### src/rtl/riscv_pkg.sv
// Shared definitions for the multicycle RV32I controller: FSM states, ALU and
// immediate select codes, opcode constants and datapath mux select values.
package riscv_pkg;

    typedef enum logic [3:0] {
        FETCH,
        DECODE,
        MEMADR,
        MEMREAD,
        MEMWB,
        MEMWRITE,
        EXECR,
        EXECI,
        ALUWB,
        BRANCH,
        JAL,
        JALR,
        JALRWB,
        LUI,
        AUIPC
    } state_t;

    typedef enum logic [3:0] {
        ALU_ADD  = 4'b0000,
        ALU_SUB  = 4'b0001,
        ALU_AND  = 4'b0010,
        ALU_OR   = 4'b0011,
        ALU_XOR  = 4'b0100,
        ALU_SLT  = 4'b0101,
        ALU_SLTU = 4'b0110,
        ALU_SLL  = 4'b0111,
        ALU_SRL  = 4'b1000,
        ALU_SRA  = 4'b1001
    } aluop_t;

    typedef enum logic [2:0] {
        IMM_I = 3'b000,
        IMM_S = 3'b001,
        IMM_B = 3'b010,
        IMM_J = 3'b011,
        IMM_U = 3'b100
    } immsrc_t;

    localparam logic [6:0] OP_LOAD   = 7'b0000011;
    localparam logic [6:0] OP_STORE  = 7'b0100011;
    localparam logic [6:0] OP_RTYPE  = 7'b0110011;
    localparam logic [6:0] OP_ITYPE  = 7'b0010011;
    localparam logic [6:0] OP_BRANCH = 7'b1100011;
    localparam logic [6:0] OP_JAL    = 7'b1101111;
    localparam logic [6:0] OP_JALR   = 7'b1100111;
    localparam logic [6:0] OP_LUI    = 7'b0110111;
    localparam logic [6:0] OP_AUIPC  = 7'b0010111;

    localparam logic [1:0] RES_ALUOUT = 2'b00;
    localparam logic [1:0] RES_RDATA  = 2'b01;
    localparam logic [1:0] RES_ALU    = 2'b10;

    localparam logic [1:0] SRCA_PC    = 2'b00;
    localparam logic [1:0] SRCA_OLDPC = 2'b01;
    localparam logic [1:0] SRCA_RS1   = 2'b10;
    localparam logic [1:0] SRCA_ZERO  = 2'b11;

    localparam logic [1:0] SRCB_RS2   = 2'b00;
    localparam logic [1:0] SRCB_IMM   = 2'b01;
    localparam logic [1:0] SRCB_FOUR  = 2'b10;

endpackage

### src/rtl/multicycle_controller_if.sv
// Control bus between the multicycle controller (master) and its datapath and
// memory port (slave).
interface multicycle_controller_if;

    logic [6:0] op;
    logic [2:0] funct3;
    logic       funct7b5;
    logic       Zero;
    logic       mem_ready;

    logic       mem_req;
    logic       MemWrite;
    logic       AdrSrc;
    logic       IRWrite;
    logic       PCWrite;
    logic       RegWrite;
    logic [1:0] ResultSrc;
    logic [1:0] ALUSrcA;
    logic [1:0] ALUSrcB;
    logic [2:0] ImmSrc;
    logic [3:0] ALUControl;
    logic       illegal_op;

    modport master (
        input  op, funct3, funct7b5, Zero, mem_ready,
        output mem_req, MemWrite, AdrSrc, IRWrite, PCWrite, RegWrite,
               ResultSrc, ALUSrcA, ALUSrcB, ImmSrc, ALUControl, illegal_op
    );

    modport slave (
        output op, funct3, funct7b5, Zero, mem_ready,
        input  mem_req, MemWrite, AdrSrc, IRWrite, PCWrite, RegWrite,
               ResultSrc, ALUSrcA, ALUSrcB, ImmSrc, ALUControl, illegal_op
    );

endinterface

### src/rtl/mc_alu_decoder.sv
// ALU operation select for register/immediate arithmetic and for branch
// compares, plus the branch-taken decision derived from the ALU Zero flag.
module mc_alu_decoder
    import riscv_pkg::*;
(
    input  logic       op5,
    input  logic [2:0] funct3,
    input  logic       funct7b5,
    input  logic       zero,
    input  logic       branchMode,
    output aluop_t     aluControl,
    output logic       branchTake,
    output logic       branchIllegal
);

    // blt/bltu leave a nonzero SLT result when taken, so they branch on !Zero
    always_comb begin
        aluControl    = ALU_ADD;
        branchTake    = 1'b0;
        branchIllegal = 1'b0;
        if (branchMode) begin
            case (funct3)
                3'b000: begin aluControl = ALU_SUB;  branchTake = zero;  end
                3'b001: begin aluControl = ALU_SUB;  branchTake = !zero; end
                3'b100: begin aluControl = ALU_SLT;  branchTake = !zero; end
                3'b101: begin aluControl = ALU_SLT;  branchTake = zero;  end
                3'b110: begin aluControl = ALU_SLTU; branchTake = !zero; end
                3'b111: begin aluControl = ALU_SLTU; branchTake = zero;  end
                default: branchIllegal = 1'b1;
            endcase
        end else begin
            case (funct3)
                3'b000:  aluControl = (funct7b5 && op5) ? ALU_SUB : ALU_ADD;
                3'b001:  aluControl = ALU_SLL;
                3'b010:  aluControl = ALU_SLT;
                3'b011:  aluControl = ALU_SLTU;
                3'b100:  aluControl = ALU_XOR;
                3'b101:  aluControl = funct7b5 ? ALU_SRA : ALU_SRL;
                3'b110:  aluControl = ALU_OR;
                default: aluControl = ALU_AND;
            endcase
        end
    end

endmodule

### src/rtl/multicycle_controller.sv
// Multicycle RV32I control unit: a Moore FSM that sequences fetch, decode,
// memory, ALU, branch and jump steps over a single shared memory port.
module multicycle_controller
    import riscv_pkg::*;
(
    input  logic clk,
    input  logic reset_n,
    multicycle_controller_if.master bus
);

    state_t state;
    state_t nextState;
    aluop_t decAlu;
    logic   decTake;
    logic   decBad;

    mc_alu_decoder aluDecoder (
        .op5           (bus.op[5]),
        .funct3        (bus.funct3),
        .funct7b5      (bus.funct7b5),
        .zero          (bus.Zero),
        .branchMode    (state == BRANCH),
        .aluControl    (decAlu),
        .branchTake    (decTake),
        .branchIllegal (decBad)
    );

    always_ff @(posedge clk) begin
        if (!reset_n) begin
            state <= FETCH;
        end else begin
            state <= nextState;
        end
    end

    always_comb begin
        nextState      = state;
        bus.mem_req    = 1'b0;
        bus.MemWrite   = 1'b0;
        bus.AdrSrc     = 1'b0;
        bus.IRWrite    = 1'b0;
        bus.PCWrite    = 1'b0;
        bus.RegWrite   = 1'b0;
        bus.ResultSrc  = RES_ALUOUT;
        bus.ALUSrcA    = SRCA_PC;
        bus.ALUSrcB    = SRCB_RS2;
        bus.ImmSrc     = IMM_I;
        bus.ALUControl = ALU_ADD;
        bus.illegal_op = 1'b0;

        case (state)
            FETCH: begin
                bus.mem_req   = 1'b1;
                bus.ALUSrcB   = SRCB_FOUR;
                bus.ResultSrc = RES_ALU;
                if (bus.mem_ready) begin
                    bus.IRWrite = 1'b1;
                    bus.PCWrite = 1'b1;
                    nextState   = DECODE;
                end
            end
            DECODE: begin
                bus.ALUSrcA = SRCA_OLDPC;
                bus.ALUSrcB = SRCB_IMM;
                bus.ImmSrc  = IMM_B;
                case (bus.op)
                    OP_LOAD, OP_STORE: nextState = MEMADR;
                    OP_RTYPE:          nextState = EXECR;
                    OP_ITYPE:          nextState = EXECI;
                    OP_BRANCH:         nextState = BRANCH;
                    OP_JAL:            nextState = JAL;
                    OP_JALR:           nextState = JALR;
                    OP_LUI:            nextState = LUI;
                    OP_AUIPC:          nextState = AUIPC;
                    default: begin
                        bus.illegal_op = 1'b1;
                        nextState      = FETCH;
                    end
                endcase
            end
            MEMADR: begin
                bus.ALUSrcA = SRCA_RS1;
                bus.ALUSrcB = SRCB_IMM;
                bus.ImmSrc  = bus.op[5] ? IMM_S : IMM_I;
                nextState   = bus.op[5] ? MEMWRITE : MEMREAD;
            end
            MEMREAD: begin
                bus.mem_req = 1'b1;
                bus.AdrSrc  = 1'b1;
                if (bus.mem_ready) begin
                    nextState = MEMWB;
                end
            end
            MEMWB: begin
                bus.ResultSrc = RES_RDATA;
                bus.RegWrite  = 1'b1;
                nextState     = FETCH;
            end
            MEMWRITE: begin
                bus.mem_req  = 1'b1;
                bus.MemWrite = 1'b1;
                bus.AdrSrc   = 1'b1;
                if (bus.mem_ready) begin
                    nextState = FETCH;
                end
            end
            EXECR: begin
                bus.ALUSrcA    = SRCA_RS1;
                bus.ALUSrcB    = SRCB_RS2;
                bus.ALUControl = decAlu;
                nextState      = ALUWB;
            end
            EXECI: begin
                bus.ALUSrcA    = SRCA_RS1;
                bus.ALUSrcB    = SRCB_IMM;
                bus.ImmSrc     = IMM_I;
                bus.ALUControl = decAlu;
                nextState      = ALUWB;
            end
            ALUWB: begin
                bus.RegWrite = 1'b1;
                nextState    = FETCH;
                // After jal the link value oldPC+4 is recomputed live on the ALU.
                if (bus.op == OP_JAL) begin
                    bus.ResultSrc = RES_ALU;
                    bus.ALUSrcA   = SRCA_OLDPC;
                    bus.ALUSrcB   = SRCB_FOUR;
                end
            end
            BRANCH: begin
                bus.ALUSrcA    = SRCA_RS1;
                bus.ALUSrcB    = SRCB_RS2;
                bus.ALUControl = decAlu;
                bus.PCWrite    = decTake;
                bus.illegal_op = decBad;
                nextState      = FETCH;
            end
            JAL: begin
                bus.ALUSrcA = SRCA_OLDPC;
                bus.ALUSrcB = SRCB_FOUR;
                bus.PCWrite = 1'b1;
                nextState   = ALUWB;
            end
            JALR: begin
                bus.ALUSrcA   = SRCA_RS1;
                bus.ALUSrcB   = SRCB_IMM;
                bus.ImmSrc    = IMM_I;
                bus.ResultSrc = RES_ALU;
                bus.PCWrite   = 1'b1;
                nextState     = JALRWB;
            end
            JALRWB: begin
                bus.ALUSrcA   = SRCA_OLDPC;
                bus.ALUSrcB   = SRCB_FOUR;
                bus.ResultSrc = RES_ALU;
                bus.RegWrite  = 1'b1;
                nextState     = FETCH;
            end
            LUI, AUIPC: begin
                bus.ALUSrcA   = (state == LUI) ? SRCA_ZERO : SRCA_OLDPC;
                bus.ALUSrcB   = SRCB_IMM;
                bus.ImmSrc    = IMM_U;
                bus.ResultSrc = RES_ALU;
                bus.RegWrite  = 1'b1;
                nextState     = FETCH;
            end
            default: nextState = FETCH;
        endcase

        // Reset is synchronous, so the old state may still be live this cycle.
        if (!reset_n) begin
            bus.mem_req    = 1'b0;
            bus.MemWrite   = 1'b0;
            bus.IRWrite    = 1'b0;
            bus.PCWrite    = 1'b0;
            bus.RegWrite   = 1'b0;
            bus.illegal_op = 1'b0;
        end
    end

endmodule

### src/flat_wrapper.sv
// flat-port wrapper written by rule: the top's interface ports become plain ports
module multicycle_controller_flat import riscv_pkg::*;
  (clk, reset_n, bus_op, bus_funct3, bus_funct7b5, bus_Zero, bus_mem_ready, bus_mem_req, bus_MemWrite, bus_AdrSrc, bus_IRWrite, bus_PCWrite, bus_RegWrite, bus_ResultSrc, bus_ALUSrcA, bus_ALUSrcB, bus_ImmSrc, bus_ALUControl, bus_illegal_op);
  multicycle_controller_if bus_i ();
  input  logic clk;
  input  logic reset_n;
  input wire logic [$bits(bus_i.op)-1:0] bus_op;
  input wire logic [$bits(bus_i.funct3)-1:0] bus_funct3;
  input wire logic [$bits(bus_i.funct7b5)-1:0] bus_funct7b5;
  input wire logic [$bits(bus_i.Zero)-1:0] bus_Zero;
  input wire logic [$bits(bus_i.mem_ready)-1:0] bus_mem_ready;
  output wire logic [$bits(bus_i.mem_req)-1:0] bus_mem_req;
  output wire logic [$bits(bus_i.MemWrite)-1:0] bus_MemWrite;
  output wire logic [$bits(bus_i.AdrSrc)-1:0] bus_AdrSrc;
  output wire logic [$bits(bus_i.IRWrite)-1:0] bus_IRWrite;
  output wire logic [$bits(bus_i.PCWrite)-1:0] bus_PCWrite;
  output wire logic [$bits(bus_i.RegWrite)-1:0] bus_RegWrite;
  output wire logic [$bits(bus_i.ResultSrc)-1:0] bus_ResultSrc;
  output wire logic [$bits(bus_i.ALUSrcA)-1:0] bus_ALUSrcA;
  output wire logic [$bits(bus_i.ALUSrcB)-1:0] bus_ALUSrcB;
  output wire logic [$bits(bus_i.ImmSrc)-1:0] bus_ImmSrc;
  output wire logic [$bits(bus_i.ALUControl)-1:0] bus_ALUControl;
  output wire logic [$bits(bus_i.illegal_op)-1:0] bus_illegal_op;
  assign bus_i.op = bus_op;
  assign bus_i.funct3 = bus_funct3;
  assign bus_i.funct7b5 = bus_funct7b5;
  assign bus_i.Zero = bus_Zero;
  assign bus_i.mem_ready = bus_mem_ready;
  assign bus_mem_req = bus_i.mem_req;
  assign bus_MemWrite = bus_i.MemWrite;
  assign bus_AdrSrc = bus_i.AdrSrc;
  assign bus_IRWrite = bus_i.IRWrite;
  assign bus_PCWrite = bus_i.PCWrite;
  assign bus_RegWrite = bus_i.RegWrite;
  assign bus_ResultSrc = bus_i.ResultSrc;
  assign bus_ALUSrcA = bus_i.ALUSrcA;
  assign bus_ALUSrcB = bus_i.ALUSrcB;
  assign bus_ImmSrc = bus_i.ImmSrc;
  assign bus_ALUControl = bus_i.ALUControl;
  assign bus_illegal_op = bus_i.illegal_op;
  multicycle_controller u_core (.clk(clk), .reset_n(reset_n), .bus(bus_i));
endmodule
### config.mk
export PLATFORM = sky130hd
export DESIGN_NAME = multicycle_controller_flat
export DESIGN_NICKNAME = d
export VERILOG_FILES = /design/src/rtl/riscv_pkg.sv /design/src/rtl/multicycle_controller_if.sv /design/src/rtl/mc_alu_decoder.sv /design/src/rtl/multicycle_controller.sv /design/src/flat_wrapper.sv
export SDC_FILE = /design/constraint.sdc
export NUM_CORES = 1
export LEC_CHECK = 0
export ABC_AREA = 1
export CAP_MARGIN = 20
export CORE_MARGIN = 10
export CORE_UTILIZATION = 45
export DETAILED_ROUTE_END_ITERATION = 6
export GPL_TIMING_DRIVEN = 0
export PLACE_DENSITY = 0.84
export SLEW_MARGIN = 0
export SYNTH_ARGS = -nofsm -noshare
export SYNTH_HDL_FRONTEND = slang
export SYNTH_HIERARCHICAL = 1
export SYNTH_SLANG_ARGS = --single-unit
### constraint.sdc
create_clock -name clk -period 4.4 [get_ports clk]
set_input_delay 0.44 -clock clk [delete_from_list [all_inputs] [get_ports clk]]
set_output_delay 0.44 -clock clk [all_outputs]
set_load 0.02 [all_outputs]
# --- Word-level counts from Yosys, hierarchy flattened ---
# Index checks and enable logic that the tools add are counted.
totals:
  regBits: 4
  inputBits: 15
  out_inout_bits: 20
  elab_cells: 96
classes:
  eq_ne: 33
  n_mux: 37
  n_reduce_logical: 25
ops:
  columns: ["cell", "count"]
  rows:
  - ["$pmux W4 S7", 2]
  - ["$pmux W4 S8", 1]
  - ["$eq A4 B4 Y1 const B", 7]
  - ["$eq A7 B6 Y1 const B", 3]
  - ["$eq A7 B7 Y1 const B", 3]
  - ["$reduce_or A3 Y1", 7]
  - ["$mux W4", 5]
  - ["$mux W1", 18]
  - ["$pmux W3 S3", 2]
  - ["$eq A4 B3 Y1 const B", 4]
  - ["$reduce_or A5 Y1", 3]
  - ["$eq A7 B5 Y1 const B", 2]
  - ["$reduce_or A2 Y1", 7]
  - ["$eq A3 B3 Y1 const B", 4]
  - ["$pmux W2 S3", 2]
  - ["$reduce_or A6 Y1", 2]
  - ["$reduce_or A9 Y1", 1]
  - ["$eq A4 B2 Y1 const B", 2]
  - ["$pmux W2 S4", 1]
  - ["$eq A7 B2 Y1 const B", 1]
  - ["$eq A3 B2 Y1 const B", 2]
  - ["$ne A2 B2 Y1 const B", 3]
  - ["$eq A4 B1 Y1 const B", 1]
  - ["$logic_not A4 Y1", 1]
  - ["other kinds (9)", 11]

# --- Logic depth before layout (Yosys ltp) ---
# Gate-level depths: netlist of the first run.
logic_depth:
  ltp_word: 5
  depth_mapped: 10
  ltp_nobuf: 10

# --- Cells and area by module ---
# The synthesis of the first run kept the hierarchy.
by_module_without_submodules:
  columns: ["mod", "n_inst", "cells_per_inst", "area_per_inst_um2", "seq_area_each_um2"]
  rows:
  - ["multicycle_controller", 1, 120, 690.7, 80.1]
  - ["mc_alu_decoder", 1, 29, 126.4, 0.0]

# --- Least setup slack after synthesis of the first run ---
# OpenSTA, ideal clock, no wires.
synth_timing:
  kind: "register to output"
  start: "register u_core.state[3]"
  end: "output port bus_ALUControl[0]"
  arrival_ns: 1.544
  required_time_ns: 3.960
  setup_slack_ns: 2.416
  stages_incl_launch_ff: 11
  path_buffers: 0
  cell_sequence: "dfxtp_1 > inv_2 > nor2_4 > inv_2 > nor2_4 > inv_1 > nand2_1 > o21ai_0 > a21oi_1 > inv_1 > nor2_1"
synth_via:
  elab_chain_len: 3
  elab_cells_between_ends: 6
  cone_classes: "eq/ne: 3; mux: 2; reduce/logical: 1"
synth_rtl:
  columns: ["element", "line", "rtl"]
  rows:
  - ["from (decl)", "multicycle_controller.sv:11", "state_t state;"]
  - ["from (signal assigned)", "multicycle_controller.sv:32", "state <= nextState;"]
  - ["$eq A4 B4 Y1", "multicycle_controller.sv:22", ".branchMode (state == BRANCH),"]
  - ["$mux W4", "mc_alu_decoder.sv:21", "if (branchMode) begin"]
  - ["net u_core.decAlu[0]", "multicycle_controller.sv:13", "aluop_t decAlu;"]
  - ["$mux W4", "multicycle_controller.sv:51", "case (state)"]
  - ["to (decl)", "flat_wrapper.sv:22", "output wire logic [$bits(bus_i.ALUControl)-1:0] bus_ALUControl;"]
# The timed path passes the listed nets, and every way through them passes these cells.

# --- Worst setup path in the final report of the first run ---
layout_timing:
  start: "input port bus_op[3]"
  end: "output port bus_illegal_op"
layout_via:
  elab_chain_len: 5
  elab_cells_between_ends: 13
  cone_classes: "eq/ne: 9; mux: 3; reduce/logical: 1"
layout_rtl:
  columns: ["element", "line", "rtl"]
  rows:
  - ["from (decl)", "flat_wrapper.sv:7", "input wire logic [$bits(bus_i.op)-1:0] bus_op;"]
  - ["$eq A7 B2 Y1 (tied with other cells)", "multicycle_controller.sv:66", "case (bus.op)"]
  - ["$reduce_or A9 Y1 (no line) (*)", null, null]
  - ["$mux W1 (*)", "multicycle_controller.sv:66", null]
  - ["$pmux W1 S2 (*)", "multicycle_controller.sv:51", null]
  - ["$mux W1 (*)", "multicycle_controller.sv:171", "if (!reset_n) begin"]
  - ["to (decl)", "flat_wrapper.sv:23", "output wire logic [$bits(bus_i.illegal_op)-1:0] bus_illegal_op;"]
# Mark *: on every way between the ends. The rest lies on a longest branch, timed or not.

==> summary.txt, run 1 <==
Clocking
  • Postcts setup bufs: 0
  • CTS H-tree lvls: 1
  • TritonCTS clock tree: done
  • Clk pin slew, worst setup/hold paths: 0.03 ns
  • # resized after CTS: 0
  • Worst-skew pair later-pin latency: 0.25 ns
  • Bufs on Longest Clock Path: 2
  • CTS Buf Count: 3
  • CTS Hold Bufs: 0
  • CTS root buf: clkbuf_4
  • Total clock sinks: 4

Floorplan
  • I/O Pins: 35
  • Die height: 62.6 um
  • Die Wd: 62.6 um
  • Rows: 15
  • Die footprint: 0.00392 mm^2
  • Core box area: 0.00173 mm^2
  • Initial core utilization: 47.3%

Setup path
  • CP Launch Type: primary input
  • Critical Path AT: 2.41 ns
  • Kind of critical path: primary input to primary output
  • Required time of the critical path: 3.96 ns
  • Crit. End Element: primary output
  • CP Launch Point: bus_op[3]
  • RR Startpoint: u_core/state[2]
  • Worst-path fanout max: 4

Place
  • RD Place Congestion: 0.914
  • Port Buffers: 34
  • Setup Slack @ Placement: 1.56 ns
  • Cell Area, Placed: 0.00119 mm^2
  • Post-DP HPWL: 2150 um

STA
  • RSZ-0062 raised after global routing: no
  • WHS: 0.631 ns
  • Setup Skew: 0.0117 ns
  • Total Neg Setup Slack: 0 ns
  • Slew @ Worst Pin: 0.344 ns
  • # setup viols final: 0
  • Slew HR: 77.1%
  • Final Cycle Share: 64.7%
  • Final min period: 2.85 ns
  • Post-route setup slack: 1.55 ns
  • Fin. Hold Viols: 0
  • Fmax achieved: 351 MHz
  • Pins Over Slew Limit: 0

Finish
  • Max FFs per register: 4
  • Most frequent cells in the layout: 34 x clkdlybuf4s50_1, 34 x nand2_1, 22 x nor2_1
  • Area grow syn2layout: 48.2%
  • Layout cells sized above 1: 17.2%
  • Nets: 203
  • Largest regs: u_core/state (4)
  • Largest register by flop count: u_core/state
  • N_diodes: 0
  • Final instance area: 0.00121 mm^2

Detailed routing
  • DRC Markers: 0
  • Routed length on met3: 173 um
  • Routed wl met2: 1210 um
  • Drt pass-1 iters: 4
  • Vias per cell: 5.01
  • Antenna Nets Post-Route: 0
  • Routed Wire Length: 2510 um
  • Detailed Route Iter0 Violations: 38
  • Vias after detailed routing: 1058
  • Avg WL per Cell: 11.9 um
  • Metal-1 WL: 1120 um
  • DR top layer: met4

GRT
  • Aggregate global-route resource usage: 12.3%
  • Vias in the first global route: 998
  • Initial antenna violation count: 0
  • First-pass GRT wire length: 4270 um
  • Grt ovf: 0
  • Largest net degree at the start of global routing: 10

Synthesis
  • Async SR Flop Fraction: 0%
  • Post-synth EDFFs: 0
  • Post-Syn Area: 817 um^2
  • Syn avg cell area: 5.48 um^2
  • Mapped Cells: 149
  • Count of cell types in the netlist: 28
  • Seq/Total Area, Yosys: 9.80%
  • Yosys warnings: 6
  • Most used DFF post-synth: dfxtp_1
  • Syn_nets: 164
  • Seq cells post-synth: 4

Run status
  • Outcome: complete, no violations

Flow run
  • Max_cap viols: 0

Pwr
  • P per Cell Area: 155 mW/mm^2
  • Sw Share: 39.9%
  • Sw power: 74.8 uW
  • Clk pwr share: 26.3%
  • Maximum VDD drop: 0.171 mV
  • Comb pwr share: 53.2%
  • Sequential power share: 20.6%
  • Leakage: 0.540 nW
  • Internal Pwr Total: 113 uW

Hold path
  • Hold Crit Start: u_core/state[0]
  • Hold WC Path Type: register to register
[metal layers]
layer  vias to the layer above  track usage (%)
met4                         0             3.91
met2                        37             20.8
met3                         2             4.66
met5                         -                0
li1                        550                -
met1                       469             14.0
[worst max-delay path: stages]
cell             delay, ns
clkdlybuf4s50_1       0.50
inv_1                 0.07
nand2_1               0.07
nor2_1                0.07
o21ai_0               0.22
nand2_1               0.11
nor2_1                0.11
nand3_1               0.07
a21oi_1               0.14
clkdlybuf4s50_1       0.63
[cell usage after synthesis (2+ instances only)]
cell | n | area [um^2]
nand2_1 | 34 | 128
nor2_1 | 22 | 82.6
inv_1 | 21 | 78.8
nand3_1 | 14 | 70.1
inv_2 | 9 | 33.8
a21oi_1 | 5 | 25.0
nor2_4 | 5 | 56.3
dfxtp_1 | 4 | 80.1
o21ai_0 | 4 | 20.0
a21oi_2 | 3 | 26.3
nand2_2 | 3 | 18.8
nand3_2 | 3 | 30.0
nand4_1 | 3 | 18.8
nor2_2 | 2 | 12.5
nor3_1 | 2 | 10.0
o2111ai_1 | 2 | 17.5
o22ai_1 | 2 | 12.5
[power groups by stage]
stage | logic [mW] | registers [mW] | clock network (mW)
global placement | 0.0977 | 0.0391 | 0
floorplan | 0.0579 | 0.0390 | 0
detailed placement | 0.0995 | 0.0391 | 0
finish | 0.0996 | 0.0385 | 0.0492
CTS | 0.100 | 0.0385 | 0.0511
global route | 0.109 | 0.0386 | 0.0528
[path summary, 6_finish.rpt]
check,end,slack (ns),cells after the start
worst max-delay path,bus_illegal_op,1.55,10
worst max register to register,u_core/state[0],3.06,7
worst min register to register,u_core/state[0],0.63,3
worst min-delay path,u_core/state[0],0.63,3
[stage by stage]
step                      utilization (%)  power [mW]  instances
final                                70.1       0.187        211
after floorplan                         -      0.0968        149
after CTS                            70.1       0.190        211
after global routing                 70.1       0.200        211
after detailed placement             68.8       0.139        208
after global placement               68.8       0.137        208
[area by class of cell]
type | instances | area, um^2
Sequential cell | 4 | 80.1
Buffer | 1 | 7.51
Inverter | 30 | 113
Multi-Input combinational cell | 114 | 617
Tap cell | 25 | 31.3
Clock buffer | 3 | 22.5
Fill cell | 167 | 515
Timing Repair Buffer | 34 | 340
[cell families after synthesis]
| kind of cell | after synthesis | share of synthesized area, % |
|---|---|---|
| compound gates | 21 | 16.7 |
| xor+xnor | 2 | 2.14 |
| buf+inv | 31 | 14.7 |
| flops | 4 | 9.80 |
| simple gates | 91 | 56.7 |
Power figures use the tool's default switching activity.
==> inputs of run 2 (changes only) <==
Settings changed: CORE_UTILIZATION 45 to 42, PLACE_DENSITY 0.84 to 0.8.
Clock period 4.4 ns to 2.8 ns, I/O delays scaled along.
==> summary.txt, run 2 (synthesis gave the netlist of run 1 again) <==
Run status
  • Outcome: complete, no violations

STA
  • # setup viols final: 0 (unchanged)
  • Final min period: 2.60 ns
  • RSZ-0062 raised after global routing: no
  • Slew HR: 77.0% (-0.11 points)
  • Fmax achieved: 384 MHz
  • Final Cycle Share: 93.0%
  • Total Neg Setup Slack: 0 ns (unchanged)
  • Post-route setup slack: 0.197 ns (-1.36 ns)
  • Fin. Hold Viols: 0 (unchanged)
  • Pins Over Slew Limit: 0 (unchanged)
  • Slew @ Worst Pin: 0.345 ns (+0.00164 ns)
  • Setup Skew: 0.00547 ns (-0.00619 ns)

Finish
  • Area grow syn2layout: 48.2% (unchanged)
  • Footprint of the multi-input gates: 617 um^2 (unchanged)
  • Max FFs per register: 4 (unchanged)
  • Nets: 203 (unchanged)
  • N_diodes: 0 (unchanged)
  • Final instance area: 0.00121 mm^2 (unchanged)
  • FF/Latch Area: 80.1 um^2 (unchanged)
  • Largest regs: u_core/state (4)
  • Largest register by flop count: u_core/state
  • Filler Cells Inserted: 166 (-0.60%)
  • Layout cells sized above 1: 17.2% (unchanged)
  • Most frequent cells in the layout: 34 x clkdlybuf4s50_1, 34 x nand2_1, 22 x nor2_1

Clocking
  • CTS root buf: clkbuf_4
  • CTS Buf Count: 3 (unchanged)
  • Worst-skew pair later-pin latency: 0.24 ns (about the same)
  • Postcts setup bufs: 0 (unchanged)
  • CTS H-tree lvls: 1 (unchanged)
  • Bufs on Longest Clock Path: 2 (unchanged)
  • TritonCTS clock tree: done
  • # resized after CTS: 0 (unchanged)
  • Clk pin slew, worst setup/hold paths: 0.04 ns (about the same)
  • Total clock sinks: 4 (unchanged)
  • CTS Hold Bufs: 0 (unchanged)

Floorplan
  • Rows: 15 (unchanged)
  • Die Wd: 64.1 um (+2.4%)
  • Initial core utilization: 45.8% (-1.5 points)
  • Die footprint: 0.00411 mm^2 (+4.8%)
  • Core box area: 0.00178 mm^2 (+3.3%)
  • Die height: 64.1 um (+2.4%)
  • I/O Pins: 35 (unchanged)

Place
  • Cell Area, Placed: 0.00119 mm^2 (unchanged)
  • Port Buffers: 34 (unchanged)
  • Post-DP HPWL: 2110 um (-1.6%)
  • RD Place Congestion: 0.886 (-3.1%)
  • Setup Slack @ Placement: 0.307 ns (-1.25 ns)

Detailed routing
  • Vias per cell: 5.01 (unchanged)
  • Vias after detailed routing: 1058 (unchanged)
  • DRC Markers: 0 (unchanged)
  • Avg WL per Cell: 11.9 um (-0.24%)
  • Antenna Nets Post-Route: 0 (unchanged)
  • Detailed Route Iter0 Violations: 47 (+24%)
  • Drt pass-1 iters: 4 (unchanged)
  • Routed Wire Length: 2510 um (-0.24%)

GRT
  • Initial antenna violation count: 0 (unchanged)
  • First-pass GRT wire length: 4400 um (+2.9%)
  • Grt ovf: 0 (unchanged)
  • Vias in the first global route: 992 (-0.60%)
  • Aggregate global-route resource usage: 12.1% (-0.21 points)
  • Largest net degree at the start of global routing: 10 (unchanged)

Flow run
  • Max_cap viols: 0 (unchanged)

Setup path
  • CP Launch Type: register
  • Worst-path fanout max: 7 (+3)
  • RR Startpoint: u_core/state[2]
  • RR Endpoint: u_core/state[0]
  • Setup slack, reg-to-reg: 1.47 ns (-1.59 ns)
  • Critical Path AT: 2.32 ns (-0.09 ns)
  • Required time of the critical path: 2.52 ns (-1.44 ns)
  • Worst Reg2Reg Path Length in Cells: 7 (unchanged)
  • Crit. End Element: primary output
  • Kind of critical path: register to primary output

Hold path
  • Hold WC Path Type: register to register
  • Hold Path Stages: 3 (unchanged)
  • Hold path endpoint: u_core/state[0]
  • Hold Crit Start: u_core/state[0]

Pwr
  • Leakage: 0.540 nW (unchanged)
  • Total Power: 289 uW (+54%)
  • Maximum VDD drop: 0.320 mV (+87%)
  • P per Cell Area: 239 mW/mm^2 (+54%)
-- run 2: metrics by stage --
stage	hold WS, ns	util (%)	instances
2_1_floorplan	0.378	-	149
3_3_place_gp	0.619	66.7	208
3_5_place_dp	0.634	66.7	208
4_1_cts	0.631	67.9	211
5_1_grt	0.660	67.9	211
6_report	0.635	67.9	211
-- run 2: worst max path at each step --
stage / start / end / slack, ns / cells after the start
3_5_place_dp: bus_op[3] / bus_illegal_op / 0.31 / 10
6_report: u_core/state[3] / bus_ALUControl[0] / 0.20 / 11
2_1_floorplan: u_core/state[3] / bus_ALUControl[0] / 0.98 / 10
3_3_place_gp: bus_op[3] / bus_illegal_op / 0.38 / 10
5_1_grt: u_core/state[3] / bus_ALUControl[0] / 0.02 / 11
4_1_cts: u_core/state[3] / bus_ALUControl[0] / 0.18 / 11
-- run 2: critical path, cell delays in order, from the launching register on --
cell	delay (ns)
dfxtp_1	0.49
inv_2	0.08
nor2_4	0.14
inv_2	0.06
nor2_4	0.15
inv_1	0.10
nand2_1	0.08
o21ai_0	0.08
a21oi_1	0.15
inv_1	0.05
nor2_1	0.09
clkdlybuf4s50_1	0.61
-- run 2: final cells by class --
cell class                 instances  share of cell area, %
buffer                             1                  0.620
tap                               25                   2.58
clock buffer                       3                   1.86
multi-input combinational        114                   50.9
inverter                          30                   9.30
sequential                         4                   6.61
timing repair buffer              34                   28.1
-- run 2: power breakdown --
part           leakage [nW]  switching (mW)  internal [mW]  total [mW]
Combinational         0.493          0.0880         0.0693       0.157
Clock                0.0138          0.0233         0.0479      0.0712
Sequential           0.0325         0.00121         0.0594      0.0606
-- run 2: routing by layer --
layer / global-route usage (%) / up-vias / share of wire [%]
met2: 20.1 / 38 / 44
met1: 15.2 / 463 / 48
li1: - / 557 / -
met5: 0 / - / 0
met3: 4.01 / 0 / 7.9
met4: 1.60 / 0 / 0
